$ cat src/rtl/edge_evt_pkg.sv
// Shared types and helpers for the edge event arbiter.
package edge_evt_pkg;

    localparam int N_DEF = 8;

    typedef enum logic {ST_IDLE, ST_OFFER} arb_state_t;

    // Result of a round-robin search: found flag plus winning index.
    typedef struct packed {
        logic       found;
        logic [4:0] idx;
    } pick_t;

    // First set bit of pend searching upward from rr, wrapping at n.
    function automatic pick_t rr_pick(input logic [31:0] pend, input logic [4:0] rr, input int n);
        pick_t res;
        int    j;
        res = '0;
        for (int k = 0; k < 32; k++) begin
            if (k < n && !res.found) begin
                j = (int'(rr) + k) % n;
                if (pend[j]) begin
                    res.found = 1'b1;
                    res.idx   = 5'(j);
                end
            end
        end
        return res;
    endfunction

endpackage

$ cat src/rtl/edge_capture.sv
// Per-line edge detection, pending event latch and sticky overrun flags.
// Build option EDGE_EVT_ANY_EDGE_EN: when defined, both rising and falling
// transitions create events; otherwise only rising edges do.
module edge_capture #(
    parameter int N = 8
) (
    input  logic         clk,
    input  logic         aresetn,
    input  logic [N-1:0] in,
    input  logic [N-1:0] acc,
    input  logic [N-1:0] clr_overrun,
    output logic [N-1:0] pending,
    output logic [N-1:0] overrun
);

    logic [N-1:0] d_last;
    logic         primed;
    logic [N-1:0] edges;
    logic [N-1:0] ovr_set;

    // Edge detect; suppressed on the first cycle so lines high at reset release stay silent.
    always_comb begin
        edges = '0;
        if (primed) begin
`ifdef EDGE_EVT_ANY_EDGE_EN
            edges = in ^ d_last;
`else
            edges = in & ~d_last;
`endif
        end
        // An edge merging into a still-pending event, unless that event is accepted now.
        ovr_set = edges & pending & ~acc;
    end

    // History, pending and overrun state; a same-cycle accept and edge re-arms the line.
    always_ff @(posedge clk or negedge aresetn) begin
        if (!aresetn) begin
            d_last  <= '0;
            primed  <= 1'b0;
            pending <= '0;
            overrun <= '0;
        end else begin
            d_last  <= in;
            primed  <= 1'b1;
            pending <= (pending & ~acc) | edges;
            overrun <= ovr_set | (overrun & ~clr_overrun);
        end
    end

endmodule

$ cat src/rtl/edge_event_arbiter.sv
// Captures input edges as pending events and delivers them one at a time to a
// single consumer via valid/ready, with round-robin arbitration between lines.
// Build option EDGE_EVT_ANY_EDGE_EN (in edge_capture) enables both-edge events.
module edge_event_arbiter
    import edge_evt_pkg::*;
#(
    parameter int N     = N_DEF,
    parameter int IDX_W = $clog2(N)
) (
    input  logic             clk,
    input  logic             aresetn,
    input  logic [N-1:0]     in,
    output logic             evt_valid,
    input  logic             evt_ready,
    output logic [IDX_W-1:0] evt_idx,
    output logic [N-1:0]     pending,
    output logic [N-1:0]     overrun,
    input  logic [N-1:0]     clr_overrun
);

    arb_state_t       state, state_nxt;
    logic [IDX_W-1:0] rr, rr_nxt, idx_nxt, rr_after;
    logic [N-1:0]     acc, cand;
    logic [4:0]       start;
    pick_t            pick;

    assign evt_valid = (state == ST_OFFER);

    // One-hot accept vector for the event taken by the consumer this cycle.
    always_comb begin
        acc = '0;
        if (evt_valid && evt_ready) acc[evt_idx] = 1'b1;
    end

    edge_capture #(.N(N)) u_capture (
        .clk         (clk),
        .aresetn     (aresetn),
        .in          (in),
        .acc         (acc),
        .clr_overrun (clr_overrun),
        .pending     (pending),
        .overrun     (overrun)
    );

    // Next-state logic: search registered pending (never this cycle's edges) from rr.
    always_comb begin
        state_nxt = state;
        idx_nxt   = evt_idx;
        rr_nxt    = rr;
        rr_after  = (evt_idx == IDX_W'(N - 1)) ? '0 : evt_idx + IDX_W'(1);
        cand      = pending;
        start     = 5'(rr);
        if (state == ST_OFFER) begin
            cand  = pending & ~acc;
            start = 5'(rr_after);
        end
        pick = rr_pick(32'(cand), start, N);
        case (state)
            ST_IDLE: begin
                if (pick.found) begin
                    state_nxt = ST_OFFER;
                    idx_nxt   = IDX_W'(pick.idx);
                end
            end
            ST_OFFER: begin
                if (evt_ready) begin
                    rr_nxt = rr_after;
                    if (pick.found) idx_nxt = IDX_W'(pick.idx);
                    else            state_nxt = ST_IDLE;
                end
            end
            default: state_nxt = ST_IDLE;
        endcase
    end

    // Arbiter state, offered index and round-robin pointer.
    always_ff @(posedge clk or negedge aresetn) begin
        if (!aresetn) begin
            state   <= ST_IDLE;
            evt_idx <= '0;
            rr      <= '0;
        end else begin
            state   <= state_nxt;
            evt_idx <= idx_nxt;
            rr      <= rr_nxt;
        end
    end

endmodule
$ cat config.mk
export PLATFORM = sky130hd
export DESIGN_NAME = edge_event_arbiter
export DESIGN_NICKNAME = d
export VERILOG_FILES = /design/src/rtl/edge_evt_pkg.sv /design/src/rtl/edge_capture.sv /design/src/rtl/edge_event_arbiter.sv
export SDC_FILE = /design/constraint.sdc
export NUM_CORES = 1
export LEC_CHECK = 0
export ABC_AREA = 1
export CAP_MARGIN = 20
export CORE_ASPECT_RATIO = 1.75
export CORE_MARGIN = 1
export CORE_UTILIZATION = 53
export DETAILED_ROUTE_END_ITERATION = 7
export GPL_TIMING_DRIVEN = 0
export PLACE_DENSITY_LB_ADDON = 0.12
export SLEW_MARGIN = 20
export SYNTH_ARGS = -nofsm -noshare
export SYNTH_HDL_FRONTEND = slang
export SYNTH_HIERARCHICAL = 1
export SYNTH_SLANG_ARGS = --single-unit
$ cat constraint.sdc
create_clock -name clk -period 3.7 [get_ports clk]
set_input_delay 0.37 -clock clk [delete_from_list [all_inputs] [get_ports clk]]
set_output_delay 0.37 -clock clk [all_outputs]
set_load 0.01 [all_outputs]
# Yosys cells after proc, flatten, opt, wreduce, memory -nomap -nowiden
# Cells that the tools add are included.
# Widths: inputs -> output; s select.
[word_totals]
word_cells = 106
in_bits = 19
out_inout_bits = 20
register_bits = 32
[classes]
order_cmp = 10
n_addsub = 8
n_bitwise = 18
mux = 51
n_eq_ne = 2
reduce_logical = 10
[ops]
columns = ["operator", "count"]
rows = [
  ["$mux 6", 15],
  ["$lt 4x7->1 const B", 7],
  ["$and 8x8->8", 5],
  ["$bmux 1 s4", 7],
  ["$mux 8", 3],
  ["$not 8->8", 3],
  ["$reduce_or 3->1", 7],
  ["$mux 1", 18],
  ["$or 8x8->8", 2],
  ["$add 3x3->3 const B", 4],
  ["$mux 3", 4],
  ["$and 1x1->1 const A", 7],
  ["$add 3x1->3 const B", 2],
  ["$add 3x2->3 const B", 2],
  ["$lt 3x6->1 const B", 1],
  ["$pmux 3 s2", 1],
  ["$lt 3x4->1 const B", 1],
  ["$bmux 1 s3", 1],
  ["$demux 1 s3", 1],
  ["$eq 3x3->1 const B", 1],
  ["$ge 3x1->1 const B", 1],
  ["$logic_and 1x1->1", 2],
  ["$ne 2x2->1 const B", 1],
  ["$pmux 1 s2", 1],
  ["2 further kinds", 2],
]

# Depth between registers and ports, before layout
# Gate-level depths: netlist of the first run.
[logic_depth]
ltp_word = 28
depth_mapped = 20
mapped_depth_nobuf = 20

# Modules after synthesis
# The synthesis of the first run kept the hierarchy.
[by_module_without_submodules]
columns = ["module", "n_inst", "seq_area_each_um2", "cells_each", "area_each_um2"]
rows = [
  ["edge_event_arbiter", 1, 175.2, 216, 1351.3],
  ["edge_capture", 1, 625.6, 99, 950.9],
]

# Worst setup path before layout of the first run
# OpenSTA, ideal clock, no wires.
[synth_path]
kind = "register -> register"
from = "reg evt_idx[0]"
to = "reg evt_idx[0]"
setup_ps = 118
slack_ps = 871
path_buffers = 1
t_arrival_ps = 2712
stages_incl_launch_ff = 19
synth_period_minus_slack_ps = 2829
required_time_ps = 3582
path_cell_list = "dfrtp_1 > ha_1 > ha_1 > nor2_2 > o21ai_2 > buf_6 > ha_1 > inv_1 > nand3_1 > nand3_2 > nand2_4 > nor2_8 > nand4_4 > nor2_4 > nand3_2 > nand2_2 > inv_2 > nor2_1 > nor2_1"
[synth_via]
elab_chain_len = 28
elab_cells_between_ends = 75
cone_classes = "8 x add/sub; 2 x order compare; 1 x eq/ne; 47 x mux; 9 x bitwise; 8 x reduce/logical"
[synth_rtl]
columns = ["element", "line_no", "source"]
rows = [
  ["from (decl)", "edge_event_arbiter.sv:15", "output logic [IDX_W-1:0] evt_idx,"],
  ["from (signal assigned)", "edge_event_arbiter.sv:84", "evt_idx <= idx_nxt;"],
  ["branches (longest 25 deep; another with $add 3x1->3)", "--", ""],
  ["$mux 3 *", "edge_event_arbiter.sv:60, edge_event_arbiter.sv:68", ""],
  ["$mux 3", "edge_event_arbiter.sv:66", "if (evt_ready) begin"],
  ["$pmux 3 s2 *", "edge_event_arbiter.sv:58", "case (state)"],
]
# Every way passes the cells marked *. The select of a mux whose other input is x is not followed.
# A chain may end at the register's enable or synchronous reset.

# Worst setup path after layout of the first run
# Ends and elaborated chain as after synthesis.

==> impl_metrics.yaml, run 1 <==
outcome:
  status: "complete, no violations"
synthesis:
  synth_ff_type: "dfrtp_1"
  yosys_warnings: 6
  yosysTopAreaCellShare: 0.348
  synth_cells: 315
  synthDominantAreaCellType: "dfrtp_1"
  syn_nets: 339
  synth_edf_count: 0
  syn_avg_cell_area_um2: 7.31
  async_reset_ff_frac: 1.00
  netlist_area_um2: 2300
  yosys-top-cells-area: "dfrtp_1 (35%), nand2_1 (14%), nand3_1 (9.6%), inv_1 (7.3%), nand3_2 (4.8%)"
  ys_seq_area_frac: 0.348
  synth_cell_types: 31
  ys_ff_latch: 32
critical_path:
  slowest_stage: "dfrtp_1"
  cp-startpoint: "evt_idx[0]$_DFFE_PN0P_"
  path_buf_inv: 2
  cp-start-kind: "flop"
  regToRegEndpoint: "evt_idx[0]$_DFFE_PN0P_"
  path_class: "reg2reg"
  r2r_slack_ns: 0.41
  worstPathRequired_ns: 3.92
  crit_end: "evt_idx[0]$_DFFE_PN0P_"
  path_depth: 16
  path_cells: "ha_1, ha_1, nor2_2, o21ai_2, buf_6, ha_1, inv_1, nand3_1, nand2_1, o21ai_2, nand4_4, nor2_4, nand3_2, a21oi_1, nor2_1, nor2_1"
  rr_worst_depth: 16
  endpoint_kind: "flop"
  crit_arrival_ns: 3.52
  cp_top_family: "simple AND/OR/NAND/NOR gates"
  slowest_delay_ns: 0.51
  rr_startpoint: "evt_idx[0]$_DFFE_PN0P_"
  crit_path_frequent_cell: "ha_1"
  cp_max_fo: 11
cells_and_area:
  n_antenna_cell: 0
  drive_gt1_frac: 0.175
  fin_nets: 384
  synthToLayoutAreaGrowth_pct: 24.5
grt:
  antenna_found_initial: 0
  grt_max_degree: 33
  top_usage_layer: "met2"
  grtUsageMet2: 0.462
  overflow: 0
  grt_pass1_vias: 2042
  grt_util_met1: 0.270
  grt_first_pass_wirelength_mm: 8.72
  gr-usage-met3: 0.0459
  grt_usage: 0.258
clocking:
  post-cts-setup-buffer-count: 0
  htree_levels: 2
  cts_buffers: 5
  cts.repair.resized: 0
  hold_buffers: 0
  clk_path_buf_depth: 2
  cts_root_buf: "clkbuf_8"
  cts_sinks: 32
  cts_tree: "done"
  path_clk_slew_ns: 0.07
  clk_latency_ns: 0.29
timing:
  min_period_ns: 3.29
  slew_headroom: 0.533
  hold_violations: 0
  finalMaxSlewViolations: 0
  rsz0062_at_grt: "no"
  clock_skew_ns: 0.00827
  finalCritPeriodShare: 0.890
  timing.fmax_mhz: 304
  finalSetupViolCount: 0
  finalSetupTns_ns: 0
  worst_pin_slew_ns: 0.700
placed_design:
  hpwl_mm: 4.13
  gp_congestion: 0.907
  port_buffers: 38
floorplan:
  die_y_um: 89.2
  start_util: 0.555
  core.rowCount: 31
  ios: 39
  core_um2: 4150
  dieWidth_um: 51.8
  die_area_um2: 4620
route:
  vias: 2115
  dr.pass1.iters: 4
  routedWlPerCell_um: 12.8
  vias_per_cell: 5.16
  drt_iter0_drc: 32
  drt_wl_total_mm: 5.23
  route.detailed.drc: 0
  ant_nets: 0
flow_run:
  maxCapViolCount: 0
hold_path:
  hold_class: "in2async"
## logic make-up after synthesis
kind of cell / Yosys count / synth area share
adder cells (fa/ha/maj): 5 / 0.0272
buffers and inverters: 55 / 0.104
AND/OR/NAND/NOR: 201 / 0.446
flip-flops: 32 / 0.348
XOR/XNOR: 4 / 0.0217
other: 1 / 0.00163
AO/OA/AOI/OAI: 17 / 0.0516
## worst register-to-register path: cells and delay by family, from the launching register on
| kind | cells | cell delay, ns |
|---|---|---|
| adders and majority gates | 3 | 0.88 |
| AOI/OAI and AO/OA | 3 | 0.57 |
| and+or+nand+nor | 8 | 0.97 |
| buffers and inverters | 2 | 0.29 |
| DFF | 1 | 0.51 |
## final cells by class
class | instances | area (um^2)
fillers | 388 | 1280
plain buffers | 5 | 52.6
clock buffers | 7 | 96.3
repair buffers | 38 | 375
clock inverters | 1 | 30.0
well taps | 49 | 61.3
inverters | 50 | 188
multi-input cells | 228 | 1260
flip-flops and latches | 32 | 801
## how the worst min path moves through the flow
stage	start	end	slack [ns]	cells past startpoint
after detailed placement	u_capture/d_last[2]$_DFF_PN0_	u_capture/pending[2]$_DFF_PN0_	0.45	1
final	aresetn	rr[2]$_DFFE_PN0P_	0.12	1
after CTS	aresetn	rr[2]$_DFFE_PN0P_	0.14	1
after global placement	u_capture/d_last[0]$_DFF_PN0_	u_capture/pending[0]$_DFF_PN0_	0.44	1
after global routing	aresetn	rr[2]$_DFFE_PN0P_	0.17	1
after floorplan	aresetn	evt_idx[0]$_DFFE_PN0P_	0.07	0
## metrics by stage
stage,cells,cell area [um^2],util,hold slack [ns],setup slack [ns]
after floorplan,315,2300,-,0.0744,0.871
after global placement,402,2740,0.661,0.438,0.473
after detailed placement,402,2740,0.660,0.450,0.443
after CTS,410,2870,0.690,0.141,0.416
after global routing,410,2870,0.690,0.173,0.270
final,410,2870,0.690,0.120,0.405
## registers in the layout, indices dropped and copies added, names as in the netlist
signal / flops
rr: 3
u_capture/pending: 8
u_capture/primed: 1
evt_idx: 3
u_capture/d_last: 8
evt_valid: 1
u_capture/overrun: 8
## routing by layer
| metal | part of all wire | wire [um] |
|---|---|---|
| met3 | 0.028 | 148 |
| met1 | 0.39 | 2050 |
| met4 | 0.043 | 227 |
| met2 | 0.54 | 2800 |
| met5 | 0 | 0 |
## cell usage after synthesis, types with 2 or more instances
| cell type | instances |
|---|---|
| nand2_1 | 84 |
| dfrtp_1 | 32 |
| nand4_1 | 5 |
| o22ai_1 | 8 |
| a21oi_1 | 2 |
| nand2_4 | 4 |
| o21ai_0 | 2 |
| ha_1 | 5 |
| buf_6 | 4 |
| nand3_1 | 44 |
| nor2_4 | 3 |
| inv_2 | 5 |
| inv_1 | 45 |
| o21ai_2 | 2 |
| nor2_1 | 28 |
| nand3_2 | 11 |
| nand2_2 | 17 |
## placed cells by master, fill, tap and decap left out, types with 2 or more instances in the layout
master           instances
o21ai_2                  2
inv_2                    5
dfrtp_1                 32
buf_6                    4
nand2_4                  4
a21oi_1                  2
clkbuf_8                 7
nand3_1                 44
clkdlybuf4s50_1         37
nand2_2                 17
o22ai_1                  8
inv_1                   45
nand4_1                  5
nor2_1                  28
nor2_4                   3
o21ai_0                  2
nand2_1                 84
ha_1                     5
nand3_2                 11
Power of run 1 is not shown: default switching activity piles up to over one toggle a cycle in this logic, so the estimate is an artifact.
==> run 2: changes to the inputs <==
CAP_MARGIN = not set   (was 20)
==> results of run 2 <==
Final layout, timing and power as in run 1 (identical DEF).
Power of run 2 is left out for the same reason.
==> RTL change 1 (config.mk and constraints of run 2) <==
Build with the macro `EDGE_EVT_ANY_EDGE_EN` defined.
--- a/src/rtl/edge_capture.sv
+++ b/src/rtl/edge_capture.sv
@@ -3,2 +3,4 @@
 // transitions create events; otherwise only rising edges do.
+`define EDGE_EVT_ANY_EDGE_EN
+
 module edge_capture #(
Function: changed (Yosys sat finds a counterexample within 4 cycles, from zero or initial values and one cycle with aresetn low).
==> RTL change 1 against run 2 <==
Utilization down 1.6 points; clock skew barely moved; wire length is 0.67% higher; design area up 2.7%; sequential cell count unchanged; critical path type unchanged; worst setup slack better by 0.14 ns; synthesized area rose by 4.0%; largest cell class unchanged.
Power is not shown: default switching activity piles up to over one toggle a cycle in this logic, so the estimate is an artifact.
==> RTL change 1: results (changes against run 2) <==
Synthesis
  • Synth Area in Adders: 2.61% (-0.11 points)
  • Most common library cells after synthesis: nand2_1 (84), nand3_1 (52), inv_1 (45)
  • Compound-Gate Fraction of Synth Area: 8.73% (+3.6 points)
  • Area contributors post-synth: dfrtp_1 (33%), nand2_1 (13%), nand3_1 (11%)
  • Distinct cells, synth: 32 (+3.2%)
  • Syn Area/Cell: 7.41 µm² (+1.4%)
  • Synth Area in XOR/XNOR: 2.09% (-0.084 points)
  • Syn_nets: 347 (+2.4%)

Detailed routing
  • Metal3 WL: 159 µm (+7.4%)
  • Post-DR wirelength/cell: 12.5 µm (-2.0%)
  • DR vias/cell: 5.28 (+2.3%)
  • Met1 WL: 2.12 mm (+3.4%)
  • Initial drt markers: 54 (+69%)
  • Drt pass-1 iters: 5 (+1)
  • Metal2 WL: 2.79 mm (-0.43%)

Global routing
  • Largest net degree at the start of global routing: 30 (-9.1%)
  • Met2 usage: 43.0% (-3.1 points)
  • Global-route wire length before repair: 9.07 mm (+4.0%)
  • Grt met1 use: 27.3% (+0.30 points)
  • Total Routing Usage GR: 25.3% (-0.50 points)
  • Vias in the first global route: 2164 (+6.0%)

Placed design
  • HPWL after DPL: 4.23 mm (+2.4%)
  • Placed cell areas: 2850 µm² (+4.2%)
  • Placed Cells: 413 (+2.7%)
  • Post-placement worst setup slack: 0.575 ns (+0.132 ns)
  • RD Place Congestion: 0.917 (+1.1%)

Final layout
  • Nets: 394 (+2.6%)
  • Share of layout cells above drive strength 1: 18.9% (+1.5 points)
  • Fin cells: 421 (+2.7%)
  • Top Registers: u_capture/d_last x8, u_capture/overrun x8, u_capture/pending x8

Worst setup path
  • WP data arrival: 3.33 ns (-0.19 ns)
  • Crit path largest cell delay: 0.49 ns (-0.02 ns)

Outcome
  • Status: finished clean

Timing
  • Skew final: 0.00861 ns (+0.000336 ns)
[RTL change 1: changes by cell type after synthesis, sizes merged]
cell   change
nand2      -8
buf        -1
a21oi      +8
nand3      +8
inv        +1
o22ai      -8
nor2       -8
or2        +8
o21ai      +8
[RTL change 1: what timing repair did]
item,CTS,global route
setup buffers,0,0
endpoints found under the hold margin,3,0
hold buffers,1,0
[RTL change 1: layout make-up]
cell class              count  area, µm²  area share, %
plain buffers               4       41.3           1.40
clock buffers               6       72.6           2.47
clock inverters             1       5.00          0.170
inverters                  51        191           6.51
multi-input cells         236       1360           46.3
flip-flops and latches     32        801           27.2
well taps                  51       63.8           2.17
repair buffers             40        405           13.8
[RTL change 1: logic make-up after synthesis]
kind of cell             Yosys count
AND/OR/NAND/NOR                  201
flip-flops                        32
XOR/XNOR                           4
buffers and inverters             55
AO/OA/AOI/OAI                     25
adder cells (fa/ha/maj)            5
other                              1
[RTL change 1: final timing paths]
path | end | from | cells after the start | slack [ns]
setup / recovery | evt_idx[0]$_DFFE_PN0P_ | evt_idx[0]$_DFFE_PN0P_ | 18 | 0.55
hold / removal | evt_idx[2]$_DFFE_PN0P_ | aresetn | 2 | 0.43
setup reg to reg | evt_idx[0]$_DFFE_PN0P_ | evt_idx[0]$_DFFE_PN0P_ | 18 | 0.55
hold reg to reg | u_capture/overrun[5]$_DFF_PN0_ | u_capture/overrun[5]$_DFF_PN0_ | 2 | 0.48
max in group asynchronous | u_capture/d_last[0]$_DFF_PN0_ | aresetn | 3 | 2.90
min in group clk | u_capture/overrun[5]$_DFF_PN0_ | u_capture/overrun[5]$_DFF_PN0_ | 2 | 0.48
==> RTL change 2 (settings of run 2) <==
Made on the original files. Reset style: synchronous (`aresetn`), changed in 2 clocked blocks.
--- a/src/rtl/edge_capture.sv
+++ b/src/rtl/edge_capture.sv
@@ -35,3 +35,3 @@
     // History, pending and overrun state; a same-cycle accept and edge re-arms the line.
-    always_ff @(posedge clk or negedge aresetn) begin
+    always_ff @(posedge clk) begin
         if (!aresetn) begin
--- a/src/rtl/edge_event_arbiter.sv
+++ b/src/rtl/edge_event_arbiter.sv
@@ -76,3 +76,3 @@
     // Arbiter state, offered index and round-robin pointer.
-    always_ff @(posedge clk or negedge aresetn) begin
+    always_ff @(posedge clk) begin
         if (!aresetn) begin
Function: differs if aresetn is asserted again (counterexample within 4 cycles, from zero or initial values and one cycle with aresetn low); with aresetn held inactive, the same outputs for 4 cycles.
==> RTL change 2 against run 2 <==
Synthesized area decreased by 2.2%; utilization decreased by 1.3 points; design area shrank 2.8%; via count rose by 6.5%; worst setup slack improved by 0.15 ns; sequential cell count is the same; wire length shrank 1.7%; largest cell class unchanged; highest routed layer unchanged.
==> RTL change 2: results (changes against run 2) <==
Final layout
  • Nets: 420 (+9.4%)
  • Seq cells: 32 (unchanged)
  • Share of layout cells above drive strength 1: 14.1% (-3.3 points)
  • Fraction of area in multi-input gates: 47.1% (+3.0 points)
  • Area grow syn2layout: 23.7%
  • Signal buf overhead: 16.2% (+1.3 points)
  • Multi-input gates: 251 (+10%)
  • Register share of the cell area: 23.0% (-5.0 points)
  • Signal inverters: 61 (+22%)
  • Non-clk bufs: 45 (+4.7%)
  • Top Registers: u_capture/d_last x8, u_capture/overrun x8, u_capture/pending x8
  • Clock-cell share of area: 3.32% (-1.1 points)
  • Fillers: 387 (-0.26%)

Outcome
  • Status: finished clean

Worst setup path
  • WP data arrival: 3.32 ns (-0.20 ns)
  • R2R Path Start: evt_idx[0]$_SDFFE_PN0P_
  • R2R Setup Slk: 0.56 ns (+0.15 ns)
  • Worst R2R Path Depth: 18 (+2)
  • Crit path largest cell delay: 0.40 ns (-0.11 ns)
  • Reg2reg end: evt_idx[0]$_SDFFE_PN0P_
  • CP max stage cell: dfxtp_1

Synthesis
  • Async SR Flop Fraction: 0% (-100 points)
  • Synth Area in XOR/XNOR: 2.28% (+0.10 points)
  • Synth Area in Adders: 2.78% (+0.060 points)
  • Area contributors post-synth: dfxtp_1 (28%), nand2_1 (17%), inv_1 (9.3%)
  • Compound-Gate Fraction of Synth Area: 7.28% (+2.1 points)
  • Sequential fraction of the synthesis area: 28.4% (-6.3 points)
  • Top_reg_cell synth: dfxtp_1
  • Syn_nets: 375 (+11%)
  • Most common library cells after synthesis: nand2_1 (100), inv_1 (56), nor2_1 (42)

Placed design
  • RD Place Congestion: 0.905 (-0.28%)
  • Placed cell areas: 2690 µm² (-1.6%)
  • HPWL after DPL: 4.18 mm (+1.2%)

Hold path
  • Worst hold path type: flop to flop
  • Hold path endpoint: u_capture/overrun[6]$_SDFF_PN0_

Timing
  • Hold Slack: 0.462 ns (+0.342 ns)
  • Worst slew pin tran: 0.392 ns (-0.309 ns)

Global routing
  • Global-route wire length before repair: 8.72 mm (unchanged)
  • Vias in the first global route: 2046 (+0.20%)
  • Largest net degree at the start of global routing: 13 (-61%)
  • Total Routing Usage GR: 25.4% (-0.42 points)
  • Initial antenna violation count: 0 (unchanged)

Clock tree
  • CTS buffer count: 5 (unchanged)
  • CTS root buf: clkbuf_8

Detailed routing
  • Routed wire length: 5.14 mm (-1.7%)
  • Initial drt markers: 45 (+41%)
  • Total number of vias: 2253 (+6.5%)
-- RTL change 2: cell types whose count changed in the layout (fill, tap and decap cells not counted), sizes merged, moves of 4 or more --
cell   change
a21oi     +14
dfrtp     -32
dfxtp     +32
inv       +11
nand2      +4
nand3     -10
nor2      +22
o22ai      -7
-- RTL change 2: stage by stage --
stage          cells  setup slack, ns
2_1_floorplan    351            0.937
3_3_place_gp     438            0.603
3_5_place_dp     438            0.594
4_1_cts          446            0.559
5_1_grt          446            0.320
6_report         446            0.555
-- RTL change 2: worst max path at each step --
stage                                 start                       to  depth (start not counted)
floorplan           evt_idx[0]$_SDFFE_PN0P_  evt_idx[0]$_SDFFE_PN0P_                         18
global placement    evt_idx[0]$_SDFFE_PN0P_  evt_idx[0]$_SDFFE_PN0P_                         18
detailed placement  evt_idx[0]$_SDFFE_PN0P_  evt_idx[0]$_SDFFE_PN0P_                         18
CTS                 evt_idx[0]$_SDFFE_PN0P_  evt_idx[0]$_SDFFE_PN0P_                         18
global route        evt_idx[0]$_SDFFE_PN0P_  evt_idx[0]$_SDFFE_PN0P_                         18
finish              evt_idx[0]$_SDFFE_PN0P_  evt_idx[0]$_SDFFE_PN0P_                         18
-- RTL change 2: power by group --
part / total (mW) / switching, mW / internal, mW / leakage [nW]
Sequential: 0.412 / 0.0351 / 0.377 / 0.264
Combinational: 1.41 / 0.898 / 0.509 / 1.09
Clock: 0.271 / 0.138 / 0.133 / 0.0404
Total: 2.09 / 1.07 / 1.02 / 1.40
-- RTL change 2: per-layer routing --
metal | GRT usage (%) | up-vias | wire length [µm]
li1 | - | 1178 | -
met5 | 0 | - | 0
met2 | 48.1 | 67 | 2760
met1 | 25.6 | 988 | 1960
met3 | 4.64 | 20 | 204
met4 | 13.3 | 0 | 214
